[config.mk]
export PLATFORM = sky130hd
export DESIGN_NAME = rcb_ram_ctrl
export DESIGN_NICKNAME = d
export VERILOG_FILES = /design/src/rtl/rcb_ram_ctrl.sv
export SDC_FILE = /design/constraint.sdc
export NUM_CORES = 1
export LEC_CHECK = 0
export CORE_AREA = 3 3 121 123
export CTS_CLUSTER_SIZE = 16
export DETAILED_ROUTE_END_ITERATION = 6
export DIE_AREA = 0 0 124 126
export MAX_ROUTING_LAYER = met4
export PLACE_DENSITY = 0.72
export SYNTH_ARGS = -nofsm -noshare
export SYNTH_HDL_FRONTEND = slang
export SYNTH_SLANG_ARGS = --single-unit
[constraint.sdc]
create_clock -name clk -period 3.5 [get_ports clk]
set_input_delay 0.875 -clock clk [delete_from_list [all_inputs] [get_ports clk]]
set_output_delay 0.875 -clock clk [all_outputs]
set_load 0.02 [all_outputs]
[src/rtl/rcb_ram_ctrl.sv]
// Single-port table RAM arbiter: strategy lookups take priority over host writes,
// with a bounded-starvation slot that guarantees a pending write eventually wins.
`timescale 1ns/1ps

module rcb_ram_ctrl #(
  parameter int ADDR_WIDTH   = 10,
  parameter int DATA_WIDTH   = 64,
  parameter int RD_LATENCY   = 2,
  parameter int STARVE_LIMIT = 8
) (
  input  logic                    clk,
  input  logic                    reset,
  input  logic                    hpb_wr_req,
  input  logic [ADDR_WIDTH-1:0]   hpb_wr_addr,
  input  logic [DATA_WIDTH-1:0]   hpb_wr_data,
  input  logic [DATA_WIDTH/8-1:0] hpb_wr_byte_en,
  output logic                    rcb_wr_done,
  input  logic                    lk_req_valid,
  input  logic [ADDR_WIDTH-1:0]   lk_req_addr,
  output logic                    lk_req_ready,
  output logic                    lk_rsp_valid,
  output logic [DATA_WIDTH-1:0]   lk_rsp_data,
  output logic                    ram_en,
  output logic                    ram_we,
  output logic [ADDR_WIDTH-1:0]   ram_addr,
  output logic [DATA_WIDTH/8-1:0] ram_be,
  output logic [DATA_WIDTH-1:0]   ram_wdata,
  input  logic [DATA_WIDTH-1:0]   ram_rdata
);

  localparam int BE_WIDTH  = DATA_WIDTH / 8;
  localparam int CNT_WIDTH = (STARVE_LIMIT > 0) ? $clog2(STARVE_LIMIT + 1) : 1;
  localparam logic [CNT_WIDTH-1:0] CNT_MAX = CNT_WIDTH'(STARVE_LIMIT);

  typedef enum logic [2:0] {
    IDLE  = 3'd0,
    PEND  = 3'd1,
    WRITE = 3'd2,
    DONE  = 3'd3,
    REARM = 3'd4
  } wr_state_t;

  wr_state_t              state_reg;
  logic                   wr_done_reg;
  logic [CNT_WIDTH-1:0]   starve_cnt_reg;

  logic                   ram_en_reg;
  logic                   ram_we_reg;
  logic [ADDR_WIDTH-1:0]  ram_addr_reg;
  logic [BE_WIDTH-1:0]    ram_be_reg;
  logic [DATA_WIDTH-1:0]  ram_wdata_reg;
  logic [RD_LATENCY-1:0]  rd_pipe_reg;

  logic in_pend;
  logic force_slot;
  logic wr_grant;
  logic lk_accept;
  logic rd_issue;

  // Arbitration: a lookup wins unless the write has waited out its starvation budget.
  assign in_pend      = (state_reg == PEND);
  assign force_slot   = (starve_cnt_reg == CNT_MAX);
  assign wr_grant     = in_pend && hpb_wr_req && (!lk_req_valid || force_slot);
  assign lk_req_ready = !(in_pend && force_slot);
  assign lk_accept    = lk_req_valid && lk_req_ready;
  assign rd_issue     = ram_en_reg && !ram_we_reg;

  always_ff @(posedge clk) begin
    if (reset) begin
      state_reg   <= IDLE;
      wr_done_reg <= 1'b0;
    end else begin
      wr_done_reg <= 1'b0;
      case (state_reg)
        IDLE: begin
          if (hpb_wr_req) state_reg <= PEND;
        end
        PEND: begin
          if (!hpb_wr_req)   state_reg <= IDLE;
          else if (wr_grant) state_reg <= WRITE;
        end
        WRITE: begin
          state_reg   <= DONE;
          wr_done_reg <= 1'b1;
        end
        DONE: begin
          state_reg <= REARM;
        end
        REARM: begin
          // The host must drop its level request before another write is taken.
          if (!hpb_wr_req) state_reg <= IDLE;
        end
        default: begin
          state_reg <= IDLE;
        end
      endcase
    end
  end

  always_ff @(posedge clk) begin
    if (reset || state_reg == IDLE || wr_grant) begin
      starve_cnt_reg <= '0;
    end else if (in_pend && lk_accept && starve_cnt_reg != CNT_MAX) begin
      starve_cnt_reg <= starve_cnt_reg + CNT_WIDTH'(1);
    end
  end

  // Grant and accept are mutually exclusive, so one RAM operation per cycle at most.
  always_ff @(posedge clk) begin
    if (reset) begin
      ram_en_reg    <= 1'b0;
      ram_we_reg    <= 1'b0;
      ram_addr_reg  <= '0;
      ram_be_reg    <= '0;
      ram_wdata_reg <= '0;
    end else if (wr_grant) begin
      ram_en_reg    <= 1'b1;
      ram_we_reg    <= 1'b1;
      ram_addr_reg  <= hpb_wr_addr;
      ram_be_reg    <= hpb_wr_byte_en;
      ram_wdata_reg <= hpb_wr_data;
    end else if (lk_accept) begin
      ram_en_reg    <= 1'b1;
      ram_we_reg    <= 1'b0;
      ram_addr_reg  <= lk_req_addr;
      ram_be_reg    <= '0;
    end else begin
      ram_en_reg    <= 1'b0;
      ram_we_reg    <= 1'b0;
      ram_be_reg    <= '0;
    end
  end

  // Valid bits track each issued read through the RAM's fixed latency.
  generate
    for (genvar gi = 0; gi < RD_LATENCY; gi++) begin : g_rd_pipe
      if (gi == 0) begin : g_head
        always_ff @(posedge clk) begin
          if (reset) rd_pipe_reg[gi] <= 1'b0;
          else       rd_pipe_reg[gi] <= rd_issue;
        end
      end else begin : g_tail
        always_ff @(posedge clk) begin
          if (reset) rd_pipe_reg[gi] <= 1'b0;
          else       rd_pipe_reg[gi] <= rd_pipe_reg[gi-1];
        end
      end
    end
  endgenerate

  assign lk_rsp_valid = rd_pipe_reg[RD_LATENCY-1];
  assign lk_rsp_data  = lk_rsp_valid ? ram_rdata : '0;
  assign rcb_wr_done  = wr_done_reg;
  assign ram_en       = ram_en_reg;
  assign ram_we       = ram_we_reg;
  assign ram_addr     = ram_addr_reg;
  assign ram_be       = ram_be_reg;
  assign ram_wdata    = ram_wdata_reg;

endmodule

==> impl_metrics.json <==
{
  "min_from": "ram_we$_SDFF_PP0_",
  "post_cts_buffers": 0,
  "area_growth_pct": 90.75,
  "critPathLaunchType": "input pin",
  "synth_edf_count": 0,
  "r2r_cells": 5,
  "syn_inst": 480,
  "period_share": 0.8527,
  "yosysWarnings": 0,
  "critPathRequiredTime_ns": 2.62,
  "timing.rr.start": "state_reg[0]$_SDFFE_PP0P_",
  "initialDrtViolationCount": 137,
  "ant_nets": 0,
  "cp.arrival_ns": 2.11,
  "start_util": 0.2800,
  "core_area_sq_um": 13770,
  "clock-skew-final_ns": 0.007156,
  "die-area_sq_um": 15620,
  "grt_pass1_vias": 3898,
  "synth_area_leaders": "dfxtp_1 (49%), nand2_1 (13%), and2_1 (12%)",
  "slowest_delay_ns": 0.61,
  "hold_buffers": 0,
  "finalPower_uw": 2594,
  "grt_max_degree": 66,
  "cts_resized": 0,
  "seq_area_frac_synth": 0.4880,
  "clock_latency_ns": 0.34,
  "rsz0062_at_grt": "no",
  "vdd_drop_max_mv": 0.3137,
  "gp_congestion": 0.8150,
  "maxSlewHeadroom": 0.5460,
  "htree_levels": 3,
  "synth_top_cell_area_share": 0.4880,
  "whs_endpoint": "rd_pipe_reg[0]$_SDFF_PP0_",
  "hold_violations": 0,
  "synth_common_cells": "nand2_1 (129), dfxtp_1 (94), and2_1 (72)",
  "yosys.area.top_type": "dfxtp_1",
  "post-synth-top-count-cell": "nand2_1",
  "slew_viol_final": 0,
  "final_nets": 935,
  "core.rowCount": 43,
  "cp_cell_sequence": "clkdlybuf4s50_1 > and2_1 > clkdlybuf4s50_1",
  "cp-end-kind": "output pin",
  "r2r_end": "ram_wdata[22]$_SDFFE_PP0P_",
  "fmax_mhz": 335.1,
  "path_common_cell": "clkdlybuf4s50_1",
  "synth_nets": 642,
  "yosysUniqueCellTypes": 32,
  "vias": 4201,
  "async_flop_share": 0,
  "hp-class": "reg -> reg",
  "cts_tree": "yes",
  "track_usage": 0.1947,
  "dp_hpwl_mm": 12.19,
  "die_w_um": 124,
  "criticalPathCategory": "in -> out",
  "clk_pin_slew_ns": 0.06,
  "avgSynthCellArea_sq_um": 8.034,
  "io_buffers": 310,
  "holdPathStages": 1,
  "clock-root-buffer": "clkbuf_16",
  "min_period_ns": 2.984,
  "gr-total-overflow": 0,
  "drive_gt1_frac": 0.03599,
  "cp_slowest_cell": "clkdlybuf4s50_1",
  "critPathMaxFanout": 1,
  "p_leak_uw": 0.002641,
  "wl_per_cell_um": 16.22,
  "reg2reg_slack_ns": 1.37,
  "syn_area_sq_um": 3856,
  "ioPinCount": 311,
  "setup_viol": 0,
  "largest_reg_flops": 64,
  "drc": 0,
  "cts_buffer_depth": 2,
  "max_cap_violations": 0,
  "outcome": "completed",
  "tns_ns": 0,
  "synth_flop_cell": "dfxtp_1",
  "cts_sinks": 94,
  "numCtsBuffers": 9,
  "viasPerCell": 4.371,
  "routed_wl_mm": 15.59,
  "tightest_slew_ns": 0.6810,
  "ys_ff_latch": 94,
  "grt_pass1_wl_mm": 22.20,
  "antenna_found_initial": 3,
  "powerDensity_nw_per_um2": 352.7,
  "dr.pass1.iters": 5,
  "die_y_um": 126
}
## cell usage in the layout (no fill, tap or decap), types with 8 or more instances in the layout
cell type,count
a21oi_1,66
buf_4,8
dfxtp_1,94
clkbuf_16,9
nand2_1,129
nor2_1,25
nor4_1,11
and2_1,72
nor3_1,15
clkdlybuf4s50_1,309
## metal layers
metal / global-route usage / vias to the layer above / wire, um
met4: 0.04446 / 0 / 145
met3: 0.07140 / 9 / 1528
met5: - / - / 0
li1: - / 2141 / -
met1: 0.1998 / 1882 / 5642
met2: 0.3503 / 169 / 8270
## stage by stage
step	instances	util	cell area (sq um)	hold WS [ns]	setup slack (ns)
after floorplan	480	-	3856	0.4138	1.490
after global placement	942	0.5101	7025	0.4140	0.5077
after detailed placement	942	0.5101	7025	0.4128	0.5109
after CTS	958	0.5335	7348	0.4221	0.5133
after global routing	961	0.5341	7356	0.4616	0.4737
final	961	0.5341	7356	0.4216	0.5157
## final cells by class
cell class,instances,area [sq um]
Clock inverter,6,93.84
Inverter,3,11.26
Tap cell,180,225.2
Timing Repair Buffer,318,3158
Multi-Input combinational cell,347,1749
Fill cell,1337,6417
Antenna cell,3,7.507
Clock buffer,10,229.0
Sequential cell,94,1882
## critical path, delay by kind of cell
family / cells / cell delay (ns)
buf+inv: 2 / 1.06
simple gates: 1 / 0.17
## cells by family after synthesis
logic type	count (synthesis)	share of synthesized area
buf+inv	39	0.06229
simple gates	267	0.3319
flops	94	0.4880
xor+xnor	2	0.004543
compound gates	74	0.1016
fa+ha+maj	2	0.006488
mux	2	0.005192
## worst max path at each step
stage / start / to / slack, ns / cells after the start
floorplan: lk_rsp_valid$_SDFF_PP0_ / lk_rsp_data[10] / 1.49 / 3
global placement: ram_rdata[0] / lk_rsp_data[0] / 0.51 / 3
detailed placement: ram_rdata[0] / lk_rsp_data[0] / 0.51 / 3
CTS: ram_rdata[0] / lk_rsp_data[0] / 0.51 / 3
global route: ram_rdata[0] / lk_rsp_data[0] / 0.47 / 3
finish: ram_rdata[60] / lk_rsp_data[60] / 0.52 / 3
## power by group
part,switching [uW],internal (uW),total [uW]
sequential,16.1,1100,1110
combinational,164,255,419
clock,427,633,1060
total,608,1990,2590
No activity file was read; power rests on OpenSTA's default activity.
